==> src/rtl/sqrt_arb_pkg.sv <==
// Shared types for the square-root arbiter: FSM states, default widths and
// the round-robin grant search.
package sqrt_arb_pkg;

  typedef enum logic [1:0] {IDLE, ITER, DONE} state_t;

  localparam int WIDTH_DEF = 23;
  localparam int OUT_W_DEF = 12;
  localparam int RR_MAX    = 8;

  typedef struct packed {
    logic              vld;
    logic [2:0]        idx;
    logic [RR_MAX-1:0] gnt;
  } rr_grant_t;

  // First set request searching upward from ptr+1, wrapping modulo n.
  function automatic rr_grant_t rr_next_grant(input logic [RR_MAX-1:0] req,
                                              input logic [2:0]        ptr,
                                              input int                n);
    rr_grant_t g;
    int        pos;
    g = '0;
    for (int i = 1; i <= RR_MAX; i++) begin
      pos = (int'(ptr) + i) % n;
      if (i <= n && !g.vld && req[pos[2:0]]) begin
        g.vld           = 1'b1;
        g.idx           = pos[2:0];
        g.gnt[pos[2:0]] = 1'b1;
      end
    end
    return g;
  endfunction

endpackage

==> src/rtl/sqrt_iter_core.sv <==
// Bit-serial restoring square root: one root bit per cycle, OUT_W cycles after start.
// done is a combinational strobe on the last step; root is that step's root.
module sqrt_iter_core
  import sqrt_arb_pkg::*;
#(
  parameter int WIDTH = WIDTH_DEF,
  parameter int OUT_W = (WIDTH + 1) / 2
) (
  input  logic             clk,
  input  logic             reset,
  input  logic             start,
  input  logic [WIDTH-1:0] radicand,
  output logic             done,
  output logic [OUT_W-1:0] root
);

  localparam int RAD_W = 2 * OUT_W;
  localparam int REM_W = OUT_W + 2;
  localparam int CNT_W = $clog2(OUT_W + 1);

  logic [RAD_W-1:0] rad_q, rad_ext;
  logic [REM_W-1:0] rem_q, rem_sh, trial, rem_nx;
  logic [OUT_W-1:0] root_q, root_nx;
  logic [CNT_W-1:0] cnt_q;
  logic             active_q;
  logic             ge;

  always_comb begin
    // Odd widths get one zero MSB so the radicand splits into whole bit pairs.
    rad_ext                = '0;
    rad_ext[WIDTH-1:0]     = radicand;
    rem_sh                 = (rem_q << 2) | REM_W'(rad_q[RAD_W-1 -: 2]);
    trial                  = {root_q, 2'b01};
    ge                     = (rem_sh >= trial);
    rem_nx                 = ge ? (rem_sh - trial) : rem_sh;
    root_nx                = (root_q << 1) | OUT_W'(ge);
  end

  assign done = active_q && (cnt_q == '0);
  assign root = root_nx;

  always_ff @(posedge clk or posedge reset) begin
    if (reset) begin
      rad_q    <= '0;
      rem_q    <= '0;
      root_q   <= '0;
      cnt_q    <= '0;
      active_q <= 1'b0;
    end else if (start) begin
      rad_q    <= rad_ext;
      rem_q    <= '0;
      root_q   <= '0;
      cnt_q    <= CNT_W'(OUT_W - 1);
      active_q <= 1'b1;
    end else if (active_q) begin
      rad_q  <= rad_q << 2;
      rem_q  <= rem_nx;
      root_q <= root_nx;
      if (cnt_q == '0) active_q <= 1'b0;
      else             cnt_q    <= cnt_q - 1'b1;
    end
  end

endmodule

==> src/rtl/sqrt_arbiter.sv <==
// Round-robin share of one serial sqrt engine; ack pulses OUT_W+1 edges after grant.
// No queueing: requests are only sampled in IDLE and must be held until ack.
module sqrt_arbiter
  import sqrt_arb_pkg::*;
#(
  parameter int N_REQ = 4,
  parameter int WIDTH = WIDTH_DEF,
  parameter int OUT_W = (WIDTH + 1) / 2,
  parameter int ID_W  = $clog2(N_REQ)
) (
  input  logic                   clk,
  input  logic                   reset,
  input  logic [N_REQ-1:0]       req,
  input  logic [N_REQ*WIDTH-1:0] req_data,
  output logic [N_REQ-1:0]       ack,
  output logic [OUT_W-1:0]       result,
  output logic [ID_W-1:0]        result_id,
  output logic                   busy
);

  state_t            state_q, state_nx;
  logic [ID_W-1:0]   rr_ptr, id_q, win_id;
  logic [RR_MAX-1:0] req_pad;
  logic [2:0]        ptr_pad;
  rr_grant_t         g;
  logic              start, core_done;
  logic [OUT_W-1:0]  core_root;
  logic [WIDTH-1:0]  rad_sel;
  logic              unused_grant;

  always_comb begin
    req_pad              = '0;
    req_pad[N_REQ-1:0]   = req;
    ptr_pad              = '0;
    ptr_pad[ID_W-1:0]    = rr_ptr;
  end

  assign g            = rr_next_grant(req_pad, ptr_pad, N_REQ);
  assign win_id       = g.idx[ID_W-1:0];
  assign start        = (state_q == IDLE) && g.vld;
  assign unused_grant = ^{g.gnt, g.idx};

  always_comb begin
    rad_sel = '0;
    for (int i = 0; i < N_REQ; i++)
      if (g.gnt[i]) rad_sel = req_data[i*WIDTH +: WIDTH];
  end

  sqrt_iter_core #(
    .WIDTH (WIDTH),
    .OUT_W (OUT_W)
  ) u_core (
    .clk      (clk),
    .reset    (reset),
    .start    (start),
    .radicand (rad_sel),
    .done     (core_done),
    .root     (core_root)
  );

  always_ff @(posedge clk or posedge reset) begin
    if (reset) state_q <= IDLE;
    else       state_q <= state_nx;
  end

  always_comb begin
    state_nx = state_q;
    case (state_q)
      IDLE:    if (g.vld)     state_nx = ITER;
      ITER:    if (core_done) state_nx = DONE;
      DONE:                   state_nx = IDLE;
      default:                state_nx = IDLE;
    endcase
  end

  always_ff @(posedge clk or posedge reset) begin
    if (reset) begin
      rr_ptr    <= ID_W'(N_REQ - 1);
      id_q      <= '0;
      ack       <= '0;
      result    <= '0;
      result_id <= '0;
      busy      <= 1'b0;
    end else begin
      ack  <= '0;
      busy <= (state_nx != IDLE);
      if (start) begin
        id_q   <= win_id;
        rr_ptr <= win_id;
      end
      if (state_q == ITER && core_done) begin
        result    <= core_root;
        result_id <= id_q;
        ack       <= N_REQ'(1) << id_q;
      end
    end
  end

endmodule

==> config.mk <==
export PLATFORM = sky130hd
export DESIGN_NAME = sqrt_arbiter
export DESIGN_NICKNAME = d
export VERILOG_FILES = /design/src/rtl/sqrt_arb_pkg.sv /design/src/rtl/sqrt_iter_core.sv /design/src/rtl/sqrt_arbiter.sv
export SDC_FILE = /design/constraint.sdc
export NUM_CORES = 1
export LEC_CHECK = 0
export CAP_MARGIN = 20
export CORE_MARGIN = 2
export CORE_UTILIZATION = 47
export DETAILED_ROUTE_END_ITERATION = 10
export PLACE_DENSITY = 0.76
export SYNTH_ARGS = -nofsm -noshare
export SYNTH_HDL_FRONTEND = slang
export SYNTH_SLANG_ARGS = --single-unit
==> constraint.sdc <==
create_clock -name clk -period 5.5 [get_ports clk]
set_input_delay 0.55 -clock clk [delete_from_list [all_inputs] [get_ports clk]]
set_output_delay 0.55 -clock clk [all_outputs]
set_load 0.05 [all_outputs]
# --- After elaboration in Yosys (flattened, before gate mapping) ---
# Cells that the tools add are included.
totals:
  latchBits: 0
  wordCells: 102
  ramBits: 0
  regBits: 78
  n_memories: 0
  mem_bits_ro: 0
classes:
  mul: 0
  n_div: 0
  shift: 1
  eq_ne: 2
  n_reduce_logical: 22
  muxes: 41
  n_lt_le_gt_ge: 9
  bitwise_logic: 9
  add_sub_neg: 6
ops:
  columns: ["cell", "count"]
  rows:
  - ["$mux W12", 9]
  - ["$mux W23", 4]
  - ["$mux W24", 2]
  - ["$or A8 B8 Y8", 3]
  - ["$lt A3 B4 Y1 const B", 4]
  - ["$mux W4", 4]
  - ["$ge A14 B14 Y1", 1]
  - ["$or A14 B2 Y14", 1]
  - ["$bmux W1 S3", 4]
  - ["$demux W1 S3", 4]
  - ["$ge A3 B1 Y1 const B", 4]
  - ["$or A12 B1 Y12", 1]
  - ["$sub A12 B12 Y12", 1]
  - ["$mux W1", 11]
  - ["$logic_and A1 B1 Y1", 10]
  - ["$reduce_or A2 Y1", 4]
  - ["$add A2 B1 Y2 const B", 2]
  - ["$add A2 B2 Y2 const B", 2]
  - ["$and A1 B1 Y1 const A", 4]
  - ["$logic_not A4 Y1", 1]
  - ["$mux W2", 2]
  - ["$pmux W2 S2", 1]
  - ["$reduce_bool A2 Y1", 2]
  - ["$shl A1 B2 Y4 const A", 1]
  - ["6 further kinds", 8]

# --- Logic depth before layout (Yosys ltp) ---
# Gate-level depths: netlist of run 1.
logic_depth:
  word_depth: 22
  mapped_depth: 12

# --- Cells and area by module ---
# Synthesis of run 1 repeated with hierarchy kept, for this count alone.
unflattened:
  hier_cells: 655
  area_unflattened_um2: 5790.6
by_module_without_submodules:
  columns: ["module", "n_inst", "cells_each", "area_per_inst_um2"]
  rows:
  - ["sqrt_iter_core", 1, 345, 3263.1]
  - ["sqrt_arbiter", 1, 310, 2527.4]

# --- Worst setup path after synthesis of run 1 ---
# Ideal clock, no wire load.
synth_timing:
  path_kind: "reg2reg"
  startpoint: "register rr_ptr[0]"
  endpoint: "register u_core.rad_q[17]"
  n_path_buf: 2
  arrival_ns: 2.726
  period_less_slack_ns: 2.863
  slack_ns: 2.637
  stages_incl_launch_ff: 12
  t_required_ns: 5.362
  cell_sequence: "dfstp_2 buf_6 inv_1 ha_1 mux4_2 nor2b_1 a22o_1 mux2i_1 nand3b_1 buf_2 a221oi_2 o22ai_1"
synth_via:
  elab_chain_cells: 20
  elab_cells_between_ends: 60
synth_lines:
  columns: ["item", "line_no", "text"]
  rows:
  - ["from (decl)", "sqrt_arbiter.sv:22", "logic [ID_W-1:0] rr_ptr, id_q, win_id;"]
  - ["from (signal assigned)", "sqrt_arbiter.sv:78", "rr_ptr <= ID_W'(N_REQ - 1);"]
  - ["from (signal assigned)", "sqrt_arbiter.sv:89", "rr_ptr <= win_id;"]
  - ["parallel branches: the longest is 14 deep, another holds $lt A3 B4 Y1", null, null]
  - ["$mux W12 (*)", "sqrt_arb_pkg.sv:26", "if (i <= n && !g.vld && req[pos[2:0]]) begin"]
  - ["$mux W23 (4 in series)", "sqrt_arbiter.sv:46", "if (g.gnt[i]) rad_sel = req_data[i*WIDTH +: WIDTH];"]
  - ["$mux W24", "sqrt_iter_core.sv:49", "end else if (start) begin"]
  - ["to (signal assigned)", "sqrt_iter_core.sv:50", "rad_q <= rad_ext;"]
  - ["to (signal assigned)", "sqrt_iter_core.sv:56", "rad_q <= rad_q << 2;"]
  - ["to (decl)", "sqrt_iter_core.sv:21", "logic [RAD_W-1:0] rad_q, rad_ext;"]
# Every way passes the cells marked *. The select of a mux whose other input is x is not followed.
# A chain may end at the register's enable or synchronous reset.

# --- Worst setup path after layout of run 1 ---
layout_timing:
  startpoint: "register rr_ptr[0]"
  endpoint: "register u_core.rad_q[20]"
# The elaborated chain is that of the path after synthesis.

==> metrics.md, run 1 <==
| Metric | Value |
|---|---|
| Rel. slew slack | a little over two fifths |
| Top-count cell post-synth | dfrtp_1 |
| TritonCTS buffer count | 9 |
| Switching portion of total power | 48.5% |
| Drt via density | 5.78 |
| Final instance area | around 0.0065 mm2 |
| Sequential power share | a little under a quarter |
| Largest net degree at the start of global routing | 60 |
| Share of cells above drive strength 1 | 13.5% |
| Hold_buf cts | 0 |
| Hold WC Path Type | flop to flop |
| FF+latch count, synth | between 70 and 80 |
| Worst Path Required | 5720 ps |
| Worst skew pair latency | between 300 and 400 ps |
| Synth area leader | dfrtp_1 |
| Placer Congestion | just under 0.9 |
| Net Switching | roughly 2.2 mW |
| DIE AREA | 0.0116 mm2 |
| Drt wl/cell | 17.5 um |
| CP startpoint kind | flop |
| Final WS setup | between 1500 and 2000 ps |
| Final Skew | 11.2 ps |
| Type of the worst setup path | flop to flop |
| Vias in the first global route | 4449 |
| Initial Util | 48.6% |
| Synth top area cells | dfrtp_1 38%, mux2i_1 7.3%, a221oi_2 5.9%, o221ai_2 5.9%, ha_1 5.7% |
| Die Y | 108 um |
| First-pass iteration count of the detailed router | 4 |
| MaxCap Viol Count | 0 |
| Place WS | roughly 1800 ps |
| CTS clk-pin slew, worst paths | ~80 ps |
| Final Max Slew Viols | 0 |
| Tcrit/Tclk final | 66.3% |
| First-pass GRT wire length | roughly 22000 um |
| Total number of vias | 4247 |
| Worst setup EP type | flop |
| Fillers | roughly 870 |
| Synth top area share | 37.5% |
| Clock sink total | 78 |
| Initial DRC Count | 228 |
| Syn avg cell area | 10.3 um2 |
| Worst-margin pin slew | between 800 and 900 ps |
| Final setup TNS | 0 ps |
| Synth warn | 0 |
| Antenna Nets Post-Route | 0 |
| Row cnt | 37 |
| RSZ-0062 raised after global routing | false |
| Wirelength, routed | around 13000 um |
| All-layer global routing usage | between 20% and 30% |
| Final setup viols | 0 |
| Pleak | 2.82 nW |
| Crit path time final | 3650 ps |
| P&R area growth vs syn | 28.3% |
| DRC viols | 0 |
| Clk network pwr share | 10.3% |
| Hold Violations, Final | 0 |
| Placed Area | 0.00629 mm2 |
| Crit path arrival time | 3870 ps |
| Post_cts resized | 0 |
| Most frequent CP cell | buf_4 |
| # nets final | 715 |
| H-tree depth | 3 |
| Ys flop type | dfrtp_1 |
| Root Driver | clkbuf_8 |
| Fmax | 274 MHz |
| Gate power share | 66.8% |
| Port Buffer Count | 116 |
| Diode count | 0 |
| Mapped Nets | 613 |
| Gate count after technology mapping | 492 |
| HPWL Detailed | 9320 um |
| Slowest stage delay, CP | around 740 ps |
| Peak VDD IR | 0.000334 V |
| Cell variety after synth | 56 |
| Crit path cell chain | inv_1 > ha_1 > mux4_2 > nor4b_4 > nand2_1 > o211ai_2 > buf_4 > a21oi_2 > buf_4 > a221oi_2 > o22ai_1 |
| Post-synth EDFFs | 0 |
| Status | completed |
| Antenna violations before repair | 0 |
| Sequential area share after synthesis | 38.6% |
| R2R depth | 11 |
| Mapped Area | 0.00507 mm2 |
| Worst Hold Depth | 2 |
| PwrDens | 696 mW/mm2 |
| Bufs on Longest Clock Path | 2 |
| Post-CTS Setup Inserts | 0 |
| Synth top cells by count | 76 x dfrtp_1, 43 x nand2_1, 37 x mux2i_1, 30 x nor2_1, 25 x inv_1 |
| CTS tree | done |
| Core ar. | 0.0104 mm2 |
| Gr ovfl total | 0 |
| Share of synthesized registers carrying an async set or reset | 100% |
| Max FO, Critical Path | 24 |
| Die Width | 108 um |
| IO Pins | 117 |
| Crit path max-delay cell type | dfstp_2 |
| Int Pwr | 2.33 mW |
## worst max-delay path, delay by kind of cell, from the launching register on
kind	cells	cell delay, ps
simple gates	2	550
mux	1	480
buf+inv	3	820
fa+ha+maj	1	400
compound gates	4	530
flops	1	740
## final cells by class
type,instances,area (um2),area share (%)
clock buffer,11,131,2.02
timing repair buffer,124,1230,19.0
inverter,25,93.8,1.44
sequential,78,1960,30.1
multi-input combinational,356,2830,43.6
tap,136,170,2.62
clock inverter,5,83.8,1.29
## registers in the layout, indices dropped and copies added (netlist names), 2 cells and up
name and cells:
u_core.rad_q 24, result 12, u_core.rem_q 12, u_core.root_q 12
ack 4, u_core.cnt_q 4, id_q 2, result_id 2
rr_ptr 2, state_q 2
## layout by cell type, fill, tap and decap left out, types with 3 or more instances in the layout
master,instances
o22ai_1,21
a311oi_1,3
clkdlybuf4s50_1,116
o221ai_2,20
nand2_1,43
and3_1,5
clkbuf_8,9
nand3b_1,5
inv_1,24
nand2b_1,5
a21oi_1,15
o21a_1,3
o2111ai_1,3
buf_4,7
a31oi_1,9
o211ai_1,4
nor2_1,30
mux4_2,4
ha_1,23
nand3_1,13
a221oi_1,3
xor2_1,4
xnor2_1,7
mux2i_1,37
a221oi_2,20
mux2_2,3
o21ai_0,21
o21ai_1,14
dfrtp_1,75
nor3_1,5
nor2b_1,4
o221ai_1,5
## power groups by stage
| stage | combinational [mW] | clock [mW] | sequential, mW |
|---|---|---|---|
| after floorplan | 2.28 | 0 | 1.13 |
| after global placement | 2.91 | 0 | 1.03 |
| after detailed placement | 3.00 | 0 | 1.04 |
| after CTS | 3.03 | 0.474 | 1.03 |
| after global routing | 3.34 | 0.504 | 1.07 |
| final | 3.02 | 0.464 | 1.04 |
## metal layers
metal / part of all wire, % / track usage [%]
met1: 44 / 29.7
met2: 48 / 39.9
met3: 6.0 / 4.78
met4: 1.6 / 8.06
met5: 0 / 0
## path summary, 6_finish.rpt
path                                   start          endpoint  slack (ps)
min in group asynchronous              reset  u_core.rad_q[21]         700
worst max-delay path               rr_ptr[0]  u_core.rad_q[20]        1850
worst max register to register     rr_ptr[0]  u_core.rad_q[20]        1850
worst min register to register  result_id[0]      result_id[0]         490
worst min-delay path            result_id[0]      result_id[0]         490
max in group asynchronous              reset   u_core.active_q        3790
## metrics by stage
| step | std cells | power, mW | hold slack, ps | util (%) |
|---|---|---|---|---|
| after detailed placement | 719 | 4.04 | 472 | 60.3 |
| after global placement | 719 | 3.94 | 460 | 60.3 |
| after global routing | 735 | 4.91 | 503 | 62.4 |
| final | 735 | 4.52 | 488 | 62.4 |
| after CTS | 735 | 4.54 | 491 | 62.4 |
| after floorplan | 492 | 3.41 | 455 | - |
## cells by family after synthesis
| logic type | count (synthesis) | synth area share [%] |
|---|---|---|
| buffers and inverters | 58 | 5.53 |
| adder cells (fa/ha/maj) | 23 | 5.68 |
| AO/OA/AOI/OAI | 157 | 27.0 |
| AND/OR/NAND/NOR | 121 | 11.5 |
| multiplexers | 44 | 9.75 |
| flip-flops | 78 | 38.6 |
| XOR/XNOR | 11 | 1.90 |
Power figures use the tool's default switching activity.
==> inputs of run 2 (changes only) <==
==> constraint.sdc (replaced) <==
create_clock -name clk -period 3.58 [get_ports clk]
set_input_delay 0.358 -clock clk [delete_from_list [all_inputs] [get_ports clk]]
set_output_delay 0.358 -clock clk [all_outputs]
set_load 0.05 [all_outputs]
==> metrics.md, run 2 (same netlist as run 1, synthesis figures left out) <==
| Metric | Value |
|---|---|
| Status | completed |
| Antenna violations before repair | 0 |
| Pleak | 2.87 nW |
| Gr ovfl total | 0 |
| Row cnt | 37 |
| Share of cells above drive strength 1 | 14.5% |
| Placer Congestion | 0.905 |
| Hold Violations, Final | 0 |
| HPWL Detailed | just over 9000 um |
| Drt wl/cell | 16.8 um |
| Worst setup EP type | flop |
| Leading cell types in the layout, fill and taps excluded | 116 x clkdlybuf4s50_1, 75 x dfrtp_1, 43 x nand2_1 |
| # nets final | 721 |
| Rel. slew slack | 41.7% |
| Root Driver | clkbuf_8 |
| Tcrit/Tclk final | 89.9% |
| DIE AREA | 0.0116 mm2 |
| All-layer global routing usage | a little under a quarter |
| IO Pins | ~120 |
| Worst-margin pin slew | ~870 ps |
| CP startpoint kind | flop |
| Commonest non-fill, non-tap cell in the layout | clkdlybuf4s50_1 |
| Peak VDD IR | between 0.0005 and 0.0006 V |
| Post-CTS Setup Inserts | 0 |
| Antenna Nets Post-Route | 0 |
| Max FO, Critical Path | 23 |
| Hold WC Path Type | input pin to asynchronous set/reset pin |
| RSZ-0062 raised after global routing | false |
| Post_cts resized | 0 |
| Port Buffer Count | 116 |
| Vias in the first global route | 4361 |
| Fmax | 311 MHz |
| Core ar. | 0.0104 mm2 |
| TritonCTS buffer count | 9 |
| Final setup TNS | 0 ps |
| Top reg by flops | u_core.rad_q |
| MaxCap Viol Count | 0 |
| DRC viols | 0 |
| Largest net degree at the start of global routing | 36 |
| Crit path time final | 3220 ps |
| Final core utilization | 63.1% |
| Crit path arrival time | 3480 ps |
| CTS clk-pin slew, worst paths | 90 ps |
| Bufs on Longest Clock Path | 2 |
| Die Width | 108 um |
| Final setup viols | 0 |
| First-pass iteration count of the detailed router | 4 |
| Total number of vias | about 4300 |
| Worst skew pair latency | about 350 ps |
| P&R area growth vs syn | 29.8% |
| Clock sink total | between 70 and 80 |
| CTS tree | done |
| Diode count | 0 |
| H-tree depth | 3 |
| Initial Util | 48.6% |
| Final Skew | roughly 12 ps |
| Die Y | 108 um |
| First-pass GRT wire length | 21200 um |
| Hold_buf cts | 0 |
| PwrDens | 1070 mW/mm2 |
| Final Max Slew Viols | 0 |
| Initial DRC Count | around 240 |
| Max FFs per register | 24 |
| Type of the worst setup path | flop to flop |
| Wirelength, routed | 12500 um |
| Worst Path Required | 3840 ps |
| Drt via density | 5.84 |
## run 2: changes by cell type in the layout (fill, tap and decap cells not counted)
cell	delta
buf_4	+6
bufinv_16	+1
clkbuf_1	-1
clkinvlp_4	-2
inv_6	+2
## run 2: through the flow
stage | hold WS, ps | power, mW | setup slack [ps] | cells | instance area, um2
after floorplan | 455 | 5.24 | 717 | 492 | 5070
after global placement | 462 | 6.09 | 564 | 725 | 6330
after detailed placement | 475 | 6.21 | 406 | 725 | 6330
after CTS | 443 | 7.05 | 371 | 741 | 6580
after global routing | 497 | 7.62 | 160 | 741 | 6580
final | 427 | 7.04 | 360 | 741 | 6580
## run 2: cell type report
cell class                      instances  area, um2
Inverter                               25       93.8
Clock inverter                          6        116
Timing Repair Buffer                  130       1280
Clock buffer                           10        128
Multi-Input combinational cell        356       2830
Sequential cell                        78       1960
Fill cell                             860       3840
Tap cell                              136        170
## run 2: path summary, 6_finish.rpt
kind | start | to | cells past startpoint | slack [ps]
setup / recovery | rr_ptr[1] | u_core.rad_q[22] | 8 | 360
hold / removal | reset | u_core.rem_q[0] | 2 | 430
setup reg to reg | rr_ptr[1] | u_core.rad_q[22] | 8 | 360
hold reg to reg | result[0] | result[0] | 2 | 490
max in group asynchronous | reset | rr_ptr[0] | 3 | 2330
min in group clk | result[0] | result[0] | 2 | 490
## run 2: per-layer routing
| metal | vias to the layer above | GRT usage, % | share of wire, % |
|---|---|---|---|
| li1 | 2076 | - | - |
| met1 | 2084 | 29.3 | 43 |
| met2 | 154 | 38.3 | 49 |
| met3 | 15 | 4.72 | 6.5 |
| met4 | 0 | 7.88 | 1.8 |
| met5 | - | 0 | 0 |
## run 2: report_power, final
group | internal (mW) | total, mW | switching, mW | leakage (nW)
Sequential | 1.28 | 1.59 | 0.305 | 0.987
Clock | 0.470 | 0.816 | 0.346 | 0.121
Combinational | 1.93 | 4.63 | 2.70 | 1.76
## run 2: worst max-delay path, stage by stage, from the launching register on
cell and delay [ps]:
dfstp_2 630, inv_1 170, ha_1 390, mux4_2 480, nor4b_4 460, a21oi_2 110, a21bo_4 470, o221ai_1 250
o22ai_1 150
